### config.mk
export PLATFORM = sky130hd
export DESIGN_NAME = act_requant_stage_flat
export DESIGN_NICKNAME = d
export VERILOG_FILES = /design/src/rtl/act_requant_stage_if.sv /design/src/rtl/act_requant_stage.sv /design/src/flat_wrapper.sv
export SDC_FILE = /design/constraint.sdc
export NUM_CORES = 1
export LEC_CHECK = 0
export CAP_MARGIN = 10
export CORE_MARGIN = 2
export CORE_UTILIZATION = 40
export CTS_BUF_LIST = sky130_fd_sc_hd__clkbuf_8
export DETAILED_ROUTE_END_ITERATION = 7
export PLACE_DENSITY_LB_ADDON = 0.12
export SYNTH_ARGS = -nofsm -noshare
export SYNTH_HDL_FRONTEND = slang
export SYNTH_SLANG_ARGS = --single-unit
### constraint.sdc
create_clock -name clk -period 1.9 [get_ports clk]
set_clock_uncertainty 0.2 [all_clocks]
set_input_delay 0.19 -clock clk [delete_from_list [all_inputs] [get_ports clk]]
set_output_delay 0.19 -clock clk [all_outputs]
set_load 0.05 [all_outputs]
### src/rtl/act_requant_stage_if.sv
// Stream bundle for the requant stage: 16-bit accumulator input side,
// 8-bit requantized output side with end-of-vector flag and sticky saturation.
interface act_requant_stage_if #(
    parameter int IN_W  = 16,
    parameter int OUT_W = 8
);
    logic                    s_valid;
    logic                    s_ready;
    logic signed [IN_W-1:0]  data_in;
    logic                    m_valid;
    logic                    m_ready;
    logic signed [OUT_W-1:0] data_out;
    logic                    m_last;
    logic                    sat_flag;

    modport master (
        output s_valid, data_in, m_ready,
        input  s_ready, m_valid, data_out, m_last, sat_flag
    );

    modport slave (
        input  s_valid, data_in, m_ready,
        output s_ready, m_valid, data_out, m_last, sat_flag
    );
endinterface

### src/rtl/act_requant_stage.sv
// Requantizes MAC results (ReLU, rounding shift, saturate to OUT_W) into a
// small FIFO and re-emits them as a vector stream tagged with m_last.
module act_requant_stage #(
    parameter int IN_W    = 16,
    parameter int OUT_W   = 8,
    parameter int SHIFT   = 4,
    parameter int DEPTH   = 4,
    parameter int VEC_LEN = 4,
    parameter int RELU_EN = 1
) (
    input logic                 clk,
    input logic                 reset,
    act_requant_stage_if.slave  bus
);
    localparam int PW  = (DEPTH > 1) ? $clog2(DEPTH) : 1;
    localparam int CW  = PW + 1;
    localparam int EW  = (VEC_LEN > 1) ? $clog2(VEC_LEN) : 1;
    localparam int RND = (2 ** SHIFT) / 2;
    localparam logic signed [IN_W:0] RND_V = (IN_W + 1)'(RND);
    localparam logic signed [IN_W:0] Q_MAX = (IN_W + 1)'((2 ** (OUT_W - 1)) - 1);
    localparam logic signed [IN_W:0] Q_MIN = (IN_W + 1)'(-(2 ** (OUT_W - 1)));

    typedef enum logic [1:0] {EMPTY = 2'd0, PART = 2'd1, FULL = 2'd2} occ_t;

    occ_t                    state, state_next;
    logic [CW-1:0]           count, count_next;
    logic [PW-1:0]           wr_ptr, rd_ptr;
    logic [EW-1:0]           elem;
    logic [OUT_W:0]          mem [DEPTH];
    logic                    ready_q, sat_q;
    logic                    push, pop, last_bit;
    logic signed [IN_W:0]    relu_v, round_v;
    logic signed [OUT_W-1:0] q_v;
    logic                    q_sat;

    assign push     = bus.s_valid && ready_q;
    assign pop      = bus.m_valid && bus.m_ready;
    assign last_bit = (elem == EW'(VEC_LEN - 1));

    assign bus.s_ready  = ready_q;
    assign bus.sat_flag = sat_q;
    assign bus.m_valid  = (state != EMPTY);
    assign bus.data_out = bus.m_valid ? mem[rd_ptr][OUT_W-1:0] : '0;
    assign bus.m_last   = bus.m_valid && mem[rd_ptr][OUT_W];

    // One extra bit of headroom so the rounding add never overflows.
    always_comb begin
        relu_v = {bus.data_in[IN_W-1], bus.data_in};
        if (RELU_EN != 0 && bus.data_in[IN_W-1])
            relu_v = '0;
        round_v = (relu_v + RND_V) >>> SHIFT;
        q_sat   = 1'b0;
        q_v     = round_v[OUT_W-1:0];
        if (round_v > Q_MAX) begin
            q_v   = Q_MAX[OUT_W-1:0];
            q_sat = 1'b1;
        end else if (round_v < Q_MIN) begin
            q_v   = Q_MIN[OUT_W-1:0];
            q_sat = 1'b1;
        end
    end

    always_comb begin
        state_next = state;
        count_next = count;
        if (push && !pop)
            count_next = count + CW'(1);
        else if (pop && !push)
            count_next = count - CW'(1);
        case (state)
            EMPTY: if (push) state_next = PART;
            PART: begin
                if (push && !pop && count == CW'(DEPTH - 1))
                    state_next = FULL;
                else if (pop && !push && count == CW'(1))
                    state_next = EMPTY;
            end
            FULL:  if (pop) state_next = PART;
            default: state_next = EMPTY;
        endcase
    end

    // s_ready is registered from the next occupancy so it never sees m_ready combinationally.
    always_ff @(posedge clk or negedge reset) begin
        if (!reset) begin
            state   <= EMPTY;
            count   <= '0;
            wr_ptr  <= '0;
            rd_ptr  <= '0;
            elem    <= '0;
            ready_q <= 1'b0;
            sat_q   <= 1'b0;
        end else begin
            state   <= state_next;
            count   <= count_next;
            ready_q <= (count_next != CW'(DEPTH));
            if (push) begin
                wr_ptr <= wr_ptr + PW'(1);
                elem   <= last_bit ? '0 : elem + EW'(1);
                if (q_sat)
                    sat_q <= 1'b1;
            end
            if (pop)
                rd_ptr <= rd_ptr + PW'(1);
        end
    end

    always_ff @(posedge clk) begin
        if (push)
            mem[wr_ptr] <= {last_bit, q_v};
    end
endmodule

### src/flat_wrapper.sv
// flat-port wrapper written by rule: the top's interface ports become plain ports
module act_requant_stage_flat 
#(
    parameter int IN_W    = 16,
    parameter int OUT_W   = 8,
    parameter int SHIFT   = 4,
    parameter int DEPTH   = 4,
    parameter int VEC_LEN = 4,
    parameter int RELU_EN = 1
)
  (clk, reset, bus_s_valid, bus_data_in, bus_m_ready, bus_s_ready, bus_m_valid, bus_data_out, bus_m_last, bus_sat_flag);
  act_requant_stage_if #(.IN_W(IN_W), .OUT_W(OUT_W)) bus_i ();
  input logic clk;
  input logic reset;
  input wire logic [$bits(bus_i.s_valid)-1:0] bus_s_valid;
  input wire logic [$bits(bus_i.data_in)-1:0] bus_data_in;
  input wire logic [$bits(bus_i.m_ready)-1:0] bus_m_ready;
  output wire logic [$bits(bus_i.s_ready)-1:0] bus_s_ready;
  output wire logic [$bits(bus_i.m_valid)-1:0] bus_m_valid;
  output wire logic [$bits(bus_i.data_out)-1:0] bus_data_out;
  output wire logic [$bits(bus_i.m_last)-1:0] bus_m_last;
  output wire logic [$bits(bus_i.sat_flag)-1:0] bus_sat_flag;
  assign bus_i.s_valid = bus_s_valid;
  assign bus_i.data_in = bus_data_in;
  assign bus_i.m_ready = bus_m_ready;
  assign bus_s_ready = bus_i.s_ready;
  assign bus_m_valid = bus_i.m_valid;
  assign bus_data_out = bus_i.data_out;
  assign bus_m_last = bus_i.m_last;
  assign bus_sat_flag = bus_i.sat_flag;
  act_requant_stage #(.IN_W(IN_W), .OUT_W(OUT_W), .SHIFT(SHIFT), .DEPTH(DEPTH), .VEC_LEN(VEC_LEN), .RELU_EN(RELU_EN)) u_core (.clk(clk), .reset(reset), .bus(bus_i));
endmodule
# Word-level counts from Yosys, hierarchy flattened
# Memory sizes are Yosys's and may differ from the RTL's.
# Cells that the tools add are included.
# totals
register_bits	13
latch_bits	0
ram_bits	36
mem_bits_ro	0
in_bits	20
out_inout_bits	12
memories	1
# op_classes
n_addsub	6
n_mul	0
div_mod_pow	0
order_cmp	2
eq_ne	9
n_shift	0
n_mux	16
n_bitwise	0
reduce_logical	13
# memory_table
memory	words	word_bits	rd	rd_ports_with_merged_regs	wr	line_no	text
u_core.mem	4	9	1	0	1	act_requant_stage.sv:29	logic [OUT_W:0] mem [DEPTH];
# op_table
operator	count
two-way mux 8 bit	3
adder 15 x 4 -> 16 bit (second input constant)	1
two-way mux 15 bit	1
> comparator 13 x 8 -> 1 bit (second input constant)	1
less-than comparator 13 x 8 -> 1 bit (second input constant)	1
two-way mux 2 bit	5
logical AND 1 bit	7
adder 2 x 1 -> 2 bit (second input constant)	3
two-way mux 3 bit	2
one-hot mux 2 bit (3 select lines)	1
equality test 2 bit (second input constant)	2
two-way mux 1 bit	4
inequality test 2 x 1 -> 1 bit (second input constant)	2
adder 3 x 1 -> 3 bit (second input constant)	1
equality test 3 x 1 -> 1 bit (second input constant)	1
equality test 3 x 2 -> 1 bit (second input constant)	1
inequality test 3 x 1 -> 1 bit (second input constant)	1
inequality test 3 bit (second input constant)	1
AND reduction 3 bit	1
subtractor 3 x 1 -> 3 bit (second input constant)	1
equality test 2 x 1 -> 1 bit (second input constant)	1
logical NOT 1 bit	2
logical NOT 2 bit	1
AND reduction 2 bit	1
nonzero test 2 bit	1

# Longest topological paths before layout
# Gate-level depths: netlist of the first run.
# logic_depth
depth_word	7
depth_mapped	8
mapped_depth_nobuf	7

# Worst setup path after synthesis of the first run
# No wires, ideal clock.
# synth_timing
kind	input to register
startpoint	input port bus_data_in[15]
endpoint	memory u_core.mem[0][2] (netlist bit) (data pin)
setup_time_ps	292
t_arrival_ps	1708
t_required_ps	1408
path_slack_ps	-300
path_stages	7
cell_sequence	clkbuf_1 -> nor2b_1 -> ha_1 -> o41ai_2 -> nand2b_1 -> a211oi_2 -> o21ai_1
# synth_via
elab_chain_cells	5
word_cells_on_any_way	6
# synth_lines
element	line_no	text
start, declared	flat_wrapper.sv:16	input wire logic [$bits(bus_i.data_in)-1:0] bus_data_in;
two-way mux 15 bit (*)	act_requant_stage.sv:49	if (RELU_EN != 0 && bus.data_in[IN_W-1])
adder 15 x 4 -> 16 bit (*)	act_requant_stage.sv:51	round_v = (relu_v + RND_V) >>> SHIFT;
less-than comparator 13 x 8 -> 1 bit	act_requant_stage.sv:57	end else if (round_v < Q_MIN) begin
two-way mux 8 bit	act_requant_stage.sv:57	
two-way mux 8 bit (*)	act_requant_stage.sv:54	if (round_v > Q_MAX) begin
named net u_core.q_v[2]	act_requant_stage.sv:33	logic signed [OUT_W-1:0] q_v;
end, declared	act_requant_stage.sv:29	
# The timed path passes the listed nets; every way through them passes the cells marked *.

# Final worst setup path of the first run
# layout_timing
startpoint	register u_core.rd_ptr[0]
endpoint	output port bus_data_out[1]
# layout_via
elab_chain_cells	2
# layout_lines
element	line_no	text
start, declared	act_requant_stage.sv:27	logic [PW-1:0] wr_ptr, rd_ptr;
start signal, assigned	act_requant_stage.sv:104	rd_ptr <= rd_ptr + PW'(1);
memory (4 x 9 bit)	n/a	
two-way mux 8 bit	act_requant_stage.sv:43	assign bus.data_out = bus.m_valid ? mem[rd_ptr][OUT_W-1:0] : '0;
end, declared	flat_wrapper.sv:20	output wire logic [$bits(bus_i.data_out)-1:0] bus_data_out;
# No other way between the ends.

==> run metrics, run 1 <==
Critical Path End Type output port; die area 6580 sq um; vias per std cell 5.00; switching power 0.00187 W; final WL 4.83 mm; DRT Pass-1 Iters 4; crit path max fanout 5; WL per Instance 15.2 um; Pins Over Slew Limit 0; Iter 0 DRT Violations 42; final worst setup slack -0.185 ns; layout cell share with drive strength beyond 1 0.461; Critical Path RT 1.51 ns; Tmin final 2.09 ns; crit path kind flip-flop to output port; sequential area share after synthesis 0.591; Synth cell types 39; Post-synth EDFFs 36; global routing's busiest layer met2; Yosys warnings 0; Worst Hold Class input pin to async pin; clock share of power 0.140; Worst Path Arrival 1.70 ns; post-synthesis instance total 169; reg2reg path depth 7; clock root buffer clkbuf_8; max_slew headroom 0.584; #FFs+latches synth 49; setup TNS -1.53 ns; Final Non-Filler Cells 318; CP startpoint kind flip-flop; CTS Buffer Depth 2; Cell Int Power 0.00317 W; Reg area 1410 sq um; worst r2r dst u_core.bus.s_ready$_DFF_PN0_; PD cells 1440 nW/um^2; status complete, but fails checks; latest clock arrival within the worst-skew pair 0.30 ns; Post-CTS Hold Buffers 0; Final Power 0.00505 W; RSZ-0062 raised after global routing true; global-route track usage on met1 0.194; Reg clk slew, reported paths 0.09 ns; GP Congestion 0.870; Layout area overhead 47.0%; CTS tree built; DIE HEIGHT 81.1 um; VDD IR max 1.09 mV; Tcrit/Tclk final 1.10; final hold viol count 0; met2 usage 0.286; Lkg Pwr 1.39 nW; synthesized area 2380 sq um; vias in the first global route 1652; Main synth FF type edfxtp_1; highest clock rate 480 MHz; max-cap viol count 0; sw frac 0.371; met3 Use GR 0.0378; CTS buffer count 5; Layout Nets 272; Logic pwr share 0.540; # H-tree levels 2; detailed-placement wirelength estimate 3.34 mm; GRT Overall Usage 0.162; initial antenna violation count 0; multi-input logic area 1200 sq um; die width 81.1 um; ANT cells 0; first-pass GRT wire length 7.76 mm; cell row count 28; clock sinks 49; Overflow after GRT 0; Buffers on Ports 28; Initial Util 0.409; Post-route DRC 0; failing checks setup timing; remaining antenna violation count after routing 0; Top-Level Pins 32; final setup vio count 9; largest net degree at the start of global routing 15; sequential share of power 0.319; vias 1590; Post-synth ARST share 0.265; RR Startpoint u_core.count[1]$_DFF_PN0_; Worst R2R Setup Slack 0.09 ns; dpl cells 298; Syn Area/Cell 14.1 sq um; slew at the pin closest to its max-slew limit 0.622 ns; FILL cells 486; core area 5820 sq um
-- per-layer routing --
layer	part of all wire	vias to the layer above
met5	0	-
met4	0.014	0
met3	0.026	7
met2	0.55	24
met1	0.41	792
li1	-	767
-- layout make-up --
cell class / count / area share
Clock buffer: 5 / 0.0197
Clock inverter: 3 / 0.0107
Inverter: 8 / 0.00859
Multi-Input combinational cell: 110 / 0.342
Sequential cell: 49 / 0.403
Tap cell: 75 / 0.0268
Timing Repair Buffer: 68 / 0.189
-- through the flow --
step	worst slack, ns	utilization	area, sq um	hold slack, ns
after floorplan	-0.112	-	2490	-0.306
after global placement	-0.662	0.526	3060	0.290
after detailed placement	-0.739	0.526	3060	0.269
after CTS	-0.203	0.590	3430	0.0825
after global routing	-0.265	0.601	3500	0.103
final	-0.185	0.601	3500	0.0730
-- timing repair --
action | 4_1_cts | 5_1_grt
setup endpoints to repair | 39 | 38
cloned | 1 | 0
buffers inserted | 9 | 3
gates resized for setup | 55 | 17
pin swaps | 9 | 5
-- how the worst max path moves through the flow --
stage	to	depth (start not counted)	from	slack, ns
final	bus_data_out[1]	5	u_core.rd_ptr[0]$_DFFE_PN0P_	-0.19
after global routing	bus_data_out[0]	5	u_core.rd_ptr[0]$_DFFE_PN0P_	-0.26
after CTS	bus_data_out[5]	5	u_core.rd_ptr[0]$_DFFE_PN0P_	-0.20
after detailed placement	u_core.mem[0][0]$_DFFE_PP_	7	bus_data_in[4]	-0.74
after global placement	u_core.mem[0][0]$_DFFE_PP_	8	bus_data_in[4]	-0.66
after floorplan	u_core.mem[0][0]$_DFFE_PP_	7	bus_data_in[15]	-0.11
-- registers in the layout (all words and copies together), names as in the netlist --
name	flops
u_core.bus.sat_flag	1
u_core.elem	2
u_core.mem	36
u_core.bus.s_ready	1
u_core.state	2
u_core.count	3
u_core.wr_ptr	2
u_core.rd_ptr	2
-- cells by family after synthesis --
kind of cell               after synthesis  share of synthesized area
and+or+nand+nor                         50                      0.124
DFF                                     49                      0.591
AOI/OAI and AO/OA                       23                     0.0694
buffers and inverters                   13                     0.0221
xor gates and xnor gates                12                     0.0442
muxes                                   11                     0.0947
adders and majority gates               10                     0.0526
other                                    1                    0.00158
-- cells in the final DEF (no fill, tap or decap), types with 3 or more instances in the layout --
| master | instances |
|---|---|
| buf_4 | 36 |
| edfxtp_1 | 36 |
| buf_6 | 12 |
| dfrtp_1 | 11 |
| mux4_2 | 9 |
| nor2b_4 | 9 |
| inv_1 | 8 |
| nor2_1 | 7 |
| ha_1 | 7 |
| dlygate4sd2_1 | 7 |
| xnor2_1 | 6 |
| and3_1 | 6 |
| clkdlybuf4s50_1 | 6 |
| buf_12 | 6 |
| xor2_1 | 5 |
| clkbuf_8 | 5 |
| o21ai_4 | 4 |
| nand3_1 | 4 |
| conb_1 | 4 |
| a21oi_1 | 3 |
| nand2_1 | 3 |
-- power groups by stage --
stage	clock (W)	combinational [W]	sequential [W]
2_1_floorplan	0	0.00153	0.00158
3_3_place_gp	0	0.00217	0.00162
3_5_place_dp	0	0.00223	0.00165
4_1_cts	0.000723	0.00263	0.00161
5_1_grt	0.000772	0.00293	0.00164
6_report	0.000708	0.00273	0.00161
-- Yosys cell counts (all sizes together) (2+ instances only) --
cell type | instances | share of area
a21oi | 4 | 0.0084
nand2b | 2 | 0.0053
o21ai | 7 | 0.015
a31oi | 2 | 0.0053
edfxtp | 36 | 0.45
clkbuf | 2 | 0.0032
nand3 | 5 | 0.013
mux4 | 9 | 0.085
mux2 | 2 | 0.0095
nor3 | 2 | 0.0042
nand4 | 3 | 0.014
a211oi | 2 | 0.0084
xnor2 | 7 | 0.026
inv | 8 | 0.013
buf | 3 | 0.0063
nor2 | 8 | 0.013
nor2b | 13 | 0.034
nand2 | 6 | 0.0095
dfrtp | 13 | 0.14
xor2 | 5 | 0.018
and3 | 7 | 0.018
ha | 10 | 0.053
-- critical path, stage by stage (launching register included) --
cell	delay (ns)
dfrtp_1	0.38
buf_6	0.12
buf_12	0.11
mux4_2	0.50
nor2b_4	0.14
buf_6	0.15
(Power assumes the default switching activity.)
==> run 2: changes to the inputs <==
--- a/config.mk
+++ b/config.mk
@@ -6,7 +6,6 @@
 export NUM_CORES = 1
 export LEC_CHECK = 0
 export CAP_MARGIN = 10
-export CORE_MARGIN = 2
 export CORE_UTILIZATION = 40
 export CTS_BUF_LIST = sky130_fd_sc_hd__clkbuf_8
 export DETAILED_ROUTE_END_ITERATION = 7
==> run 2 against run 1 <==
The flow still finishes with violations (setup timing). Core utilization about the same. Critical path depth shrank 1. Largest cell class unchanged. Global-route usage rose by 0.14 points. Critical endpoint is now bus_data_out[2]. Power shrank 5.5%. First-iteration DRC count is 74% higher. Combinational power down 6%. Non-clock buffer count fell by 2. Count of clock-buffer cells in the layout did not move. Flip-flop and latch count is the same. Cell count is 1.6% lower. Fmax up 2.7%.
==> run metrics, run 2 (synthesized netlist as in run 1, its figures left out) <==
Initial Util 0.424 (+0.0151); Worst R2R Setup Slack 0.06 ns (-0.03 ns); Lkg Pwr 1.32 nW (-5.2%); design area 3370 sq um (-3.5%); clock root buffer clkbuf_8; final hold viol count 0 (unchanged); largest net degree at the start of global routing 16 (+1); initial antenna violation count 0 (unchanged); CP startpoint kind flip-flop; Critical Path End Type output port; delay-heaviest family, CP multiplexers; Layout Nets 270 (-0.74%); DIE HEIGHT 79.1 um (-2.5%); remaining antenna violation count after routing 0 (unchanged); Iter 0 DRT Violations 73 (+74%); Buffers on Ports 28 (unchanged); die width 79.1 um (-2.5%); CTS tree built; Reg with most FFs u_core.mem; CTS Buffer Depth 2 (unchanged); max reg flops 36 (unchanged); final worst setup slack -0.131 ns (+0.0543 ns); vias in the first global route 1575 (-4.7%); Critical Path RT 1.51 ns (about the same); Tmin final 2.03 ns (-0.0543 ns); status complete, but fails checks; Post-route DRC 0 (unchanged); GP Congestion 0.817 (-6.1%); Layout area overhead 41.9%; commonest non-fill, non-tap cell in the layout edfxtp_1; VDD IR max 0.816 mV (-25%); max_slew headroom 0.581 (-0.00297); Top Layer Used met4; FILL cells 434 (-11%); Max stage delay on crit path 0.49 ns (about the same); DRT Pass-1 Iters 4 (unchanged); Reg clk slew, reported paths 0.09 ns (about the same); highest clock rate 492 MHz (+2.7%); max-cap viol count 0 (unchanged); setup TNS -1.09 ns (+0.435 ns); worst r2r dst u_core.bus.s_ready$_DFF_PN0_; Final Power 0.00477 W (-5.5%); PD cells 1410 nW/um^2 (-2.1%); reg2reg path depth 6 (-1); top flop regs u_core.mem (36), u_core.count (3); Worst Path Arrival 1.64 ns (-0.06 ns); RSZ-0062 raised after global routing true; Post-DP Area 3070 sq um (+0.37%); Tcrit/Tclk final 1.07 (-0.0286); first-pass GRT wire length 7.66 mm (-1.3%); clock sinks 49 (unchanged); Crit-path slowest cell mux4_2; # H-tree levels 2 (unchanged); most frequent cells in the layout edfxtp_1, buf_4, dfrtp_1, buf_6; Cell Chain, Critical Path buf_12 -> mux4_2 -> nor2b_2 -> buf_6; layout cell share with drive strength beyond 1 0.444 (-0.0169); metal2 WL 2.38 mm (-10%); Overflow after GRT 0 (unchanged); worst path buffer plus inverter count 2 (-1); failing checks setup timing; dpl cells 297 (-0.34%); vias per std cell 5.12 (+2.3%); core area 5610 sq um (-3.6%); WL per Instance 15.0 um (-1.3%); ANT cells 0 (unchanged); CTS buffer count 5 (unchanged); final setup vio count 9 (unchanged); Min Hold Slack 0.0776 ns (+0.00452 ns); Worst Hold Class input pin to async pin; crit path max fanout 10 (+5); final WL 4.69 mm (-2.8%); RR Startpoint u_core.count[1]$_DFF_PN0_; Post-Route M1 WL 2.07 mm (+4.5%); die area 6260 sq um (-4.9%); Pins Over Slew Limit 0 (unchanged); Post-CTS Hold Buffers 0 (unchanged); crit path kind flip-flop to output port; slew at the pin closest to its max-slew limit 0.626 ns (+0.00444 ns); Top-Level Pins 32 (unchanged); Stages on worst setup path 4 (-1); CP Launch Point u_core.rd_ptr[0]$_DFFE_PN0P_; cell row count 27 (-3.6%); detailed-placement wirelength estimate 3.41 mm (+1.8%); latest clock arrival within the worst-skew pair 0.29 ns (about the same); met3 WL 173 um (+37%); Final Non-Filler Cells 313 (-1.6%); vias 1601 (+0.69%); worst setup path endpoint bus_data_out[2]; GRT Overall Usage 0.163 (+0.00135)
## run 2: area by class of cell
type,count,area [sq um],share of cell area
Clock buffer,5,68.8,0.0204
Clock inverter,3,18.8,0.00556
Inverter,8,30.0,0.00890
Multi-Input combinational cell,110,1130,0.334
Sequential cell,49,1410,0.418
Tap cell,72,90.1,0.0267
Timing Repair Buffer,66,631,0.187
## run 2: worst min path at each step
stage | to | start | slack, ns | cells after the start
after detailed placement | u_core.elem[1]$_DFFE_PN0P_ | u_core.elem[1]$_DFFE_PN0P_ | 0.30 | 1
final | u_core.elem[0]$_DFFE_PN0P_ | reset | 0.08 | 1
after global placement | u_core.elem[0]$_DFFE_PN0P_ | u_core.elem[0]$_DFFE_PN0P_ | 0.29 | 1
after CTS | u_core.elem[0]$_DFFE_PN0P_ | reset | 0.09 | 1
after floorplan | u_core.bus.s_ready$_DFF_PN0_ | reset | -0.31 | 0
after global routing | u_core.elem[0]$_DFFE_PN0P_ | reset | 0.12 | 1
## run 2: where the power goes
part / switching, W / internal, W
Clock: 0.000326 / 0.000254
Sequential: 0.000170 / 0.00145
Combinational: 0.00134 / 0.00123
## run 2: worst reg2reg max path: stages (launching register included)
cell      delay [ns]
dfrtp_1         0.40
ha_2            0.19
ha_1            0.26
nor2_1          0.12
a211oi_2        0.06
a21oi_2         0.14
or3b_1          0.36
## run 2: timing repair
| action | CTS | global route |
|---|---|---|
| pin swaps | 8 | 6 |
| setup buffers | 7 | 1 |
| endpoints found under the hold margin | 0 | 0 |
| gates resized for setup | 38 | 15 |
| setup endpoints to repair | 39 | 38 |
## run 2: stage by stage
step,setup slack [ns],utilization
floorplan,-0.112,-
global placement,-0.709,0.548
detailed placement,-0.864,0.548
CTS,-0.173,0.589
global route,-0.179,0.602
finish,-0.131,0.602
## run 2: routing by layer
| metal | up-vias | global-route usage |
|---|---|---|
| met4 | 0 | 0.0582 |
| met2 | 32 | 0.274 |
| met1 | 796 | 0.210 |
| li1 | 767 | - |
| met3 | 6 | 0.0310 |
| met5 | - | 0 |
==> run 3: changes to the inputs <==
--- a/config.mk
+++ b/config.mk
@@ -6,10 +6,12 @@
 export NUM_CORES = 1
 export LEC_CHECK = 0
 export CAP_MARGIN = 10
+export CORE_MARGIN = 2
 export CORE_UTILIZATION = 40
 export CTS_BUF_LIST = sky130_fd_sc_hd__clkbuf_8
 export DETAILED_ROUTE_END_ITERATION = 7
 export PLACE_DENSITY_LB_ADDON = 0.12
+export RECOVER_POWER = 50
 export SYNTH_ARGS = -nofsm -noshare
 export SYNTH_HDL_FRONTEND = slang
 export SYNTH_SLANG_ARGS = --single-unit
==> run 3 against run 2 <==
Worst hold slack gained 0.064 ns. Non-clock buffer count grew 2. Critical path type unchanged. The flow still finishes with violations (setup timing). Final area is 2.3% higher. Cell count is 1.6% higher. Combinational power up 4%. Critical endpoint is now bus_data_out[1]. First-iteration DRC count fell by 45%. Largest cell class unchanged. Core utilization shrank 0.84 points.
==> run metrics, run 3 (synthesized netlist as in run 1, its figures left out) <==
DIE HEIGHT 81.1 um (+2.5%); design area 3450 sq um (+2.3%); Tcrit/Tclk final 1.10 (+0.0289); clock root buffer clkbuf_8; cell row count 28 (+3.7%); Post-route DRC 0 (unchanged); failing checks setup timing; # H-tree levels 2 (unchanged); worst setup path endpoint bus_data_out[1]; Pins Over Slew Limit 0 (unchanged); Reg area 1410 sq um (about the same); first-pass GRT wire length 7.76 mm (+1.3%); dpl cells 298 (+0.34%); Initial Util 0.409 (-0.0151); post-place setup slack -0.739 ns (+0.125 ns); Tmin final 2.09 ns (+0.0549 ns); clock share of power 0.142 (+0.020); RR Startpoint u_core.count[0]$_DFF_PN0_; clock sinks 49 (unchanged); Layout Nets 272 (+0.74%); FILL cells 494 (+14%); Max stage delay on crit path 0.50 ns (about the same); Reg with most FFs u_core.mem; largest net degree at the start of global routing 15 (-1); Overflow after GRT 0 (unchanged); final worst setup slack -0.186 ns (-0.0549 ns); initial antenna violation count 0 (unchanged); commonest non-fill, non-tap cell in the layout edfxtp_1; Buffers on Ports 28 (unchanged); Cell Int Power 0.00313 W (+6.6%); vias in the first global route 1652 (+4.9%); multi-input logic area 1190 sq um (+5.5%); WL per Instance 15.1 um (+1.1%); latest clock arrival within the worst-skew pair 0.30 ns (about the same); met3 WL 128 um (-26%); Crit-path slowest cell mux4_2; Top-Level Pins 32 (unchanged); highest clock rate 479 MHz (-2.6%); Post-CTS Hold Buffers 0 (unchanged); crit path max fanout 5 (-5); reg2reg path depth 6 (unchanged); Critical Path End Type output port; layout cell share with drive strength beyond 1 0.420 (-0.0242); max reg flops 36 (unchanged); Worst Path Arrival 1.70 ns (+0.06 ns); status complete, but fails checks; metal2 WL 2.65 mm (+11%); core area 5820 sq um (+3.7%); ANT cells 0 (unchanged); final hold viol count 0 (unchanged); CP Launch Point u_core.rd_ptr[0]$_DFFE_PN0P_; top flop regs u_core.mem (36), u_core.count (3); die area 6580 sq um (+5.1%); Lkg Pwr 1.38 nW (+4.9%); slew at the pin closest to its max-slew limit 0.625 ns (-0.00159 ns); vias per std cell 5.00 (-2.2%); CTS buffer count 5 (unchanged); VDD IR max 1.08 mV (+32%); Critical Path RT 1.51 ns (about the same); sw frac 0.374 (-0.0115); Reg clk slew, reported paths 0.09 ns (about the same); CTS Buffer Depth 2 (unchanged); sequential share of power 0.322 (-0.017); GP Congestion 0.870 (+6.5%); Logic pwr share 0.536 (-0.003); Post-DP Area 3060 sq um (-0.37%); Cell Chain, Critical Path buf_6 -> buf_12 -> mux4_2 -> nor2b_4 -> buf_6; die width 81.1 um (+2.5%); vias 1590 (-0.69%); final WL 4.82 mm (+2.7%); max-cap viol count 0 (unchanged); Iter 0 DRT Violations 40 (-45%); Top Layer Used met4; most frequent cells in the layout edfxtp_1, buf_4, buf_6, dfrtp_1; worst r2r dst u_core.bus.s_ready$_DFF_PN0_; switching power 0.00187 W (+1.6%); Layout area overhead 45.1%; GRT Overall Usage 0.162 (-0.00135); RSZ-0062 raised after global routing true; max_slew headroom 0.582 (+0.000996); Post-Route M1 WL 1.97 mm (-4.9%); CTS tree built; CP startpoint kind flip-flop; detailed-placement wirelength estimate 3.34 mm (-1.8%); Worst Hold Class input pin to async pin; Crit path top cell by count buf_6; remaining antenna violation count after routing 0 (unchanged); final setup vio count 9 (unchanged); crit path kind flip-flop to output port; Final Non-Filler Cells 318 (+1.6%); PD cells 1450 nW/um^2 (+2.4%); Worst R2R Setup Slack 0.07 ns (about the same); DRT Pass-1 Iters 4 (unchanged)
run 3: cell count changes in the layout (fill, tap and decap cells not counted), sizes merged:
| cell | before | now |
|---|---|---|
| clkbuf | 5 | 10 |
| buf | 52 | 49 |
| clkinvlp | 2 | 0 |
| bufinv | 0 | 1 |
| clkdlybuf4s15 | 1 | 0 |
| clkdlybuf4s50 | 6 | 5 |
| clkinv | 0 | 1 |
| dlygate4sd3 | 0 | 1 |
| dlymetal6s2s | 0 | 1 |
run 3: routing by layer:
layer / vias to the layer above / track usage
li1: 768 / -
met1: 785 / 0.194
met2: 30 / 0.286
met3: 7 / 0.0378
met4: 0 / 0.0542
met5: - / 0
run 3: worst min path at each step:
stage	start	to	slack, ns
floorplan	reset	u_core.bus.s_ready$_DFF_PN0_	-0.31
global placement	u_core.elem[0]$_DFFE_PN0P_	u_core.elem[0]$_DFFE_PN0P_	0.29
detailed placement	u_core.bus.sat_flag$_DFFE_PN0P_	u_core.bus.sat_flag$_DFFE_PN0P_	0.27
CTS	reset	u_core.state[0]$_DFFE_PN0P_	0.08
global route	reset	u_core.count[2]$_DFF_PN0_	0.17
finish	reset	u_core.state[0]$_DFFE_PN0P_	0.14
run 3: final cells by class:
class                      instances  area share
tap                               75      0.0272
timing repair buffer              68       0.181
inverter                           8     0.00870
sequential                        49       0.408
clock inverter                     3      0.0109
multi-input combinational        110       0.345
clock buffer                       5      0.0199
run 3: power by group through the flow:
stage | Sequential, W | Clock, W | Combinational [W]
3_3_place_gp | 0.00162 | 0 | 0.00217
5_1_grt | 0.00164 | 0.000772 | 0.00288
3_5_place_dp | 0.00165 | 0 | 0.00223
2_1_floorplan | 0.00158 | 0 | 0.00153
4_1_cts | 0.00161 | 0.000723 | 0.00263
6_report | 0.00161 | 0.000709 | 0.00267
run 3: worst max-delay path, delay by kind of cell (launching register included):
family	cells	cell delay (ns)
buffers and inverters	3	0.38
muxes	1	0.50
and+or+nand+nor	1	0.14
DFF	1	0.38
run 3: per-stage QoR:
stage	total power (W)	setup TNS [ns]	hold slack (ns)	utilization
after CTS	0.00496	-1.73	0.0825	0.590
after floorplan	0.00311	-2.63	-0.306	-
after global placement	0.00379	-18.72	0.290	0.526
after detailed placement	0.00387	-20.72	0.269	0.526
final	0.00499	-1.54	0.141	0.593
after global routing	0.00528	-3.20	0.173	0.593
run 3: repair_timing:
action / 4_1_cts / 5_1_grt
cloned: 1 / 0
setup endpoints to repair: 39 / 38
setup buffers: 9 / 3
pin swaps: 9 / 5
resized for setup: 55 / 17
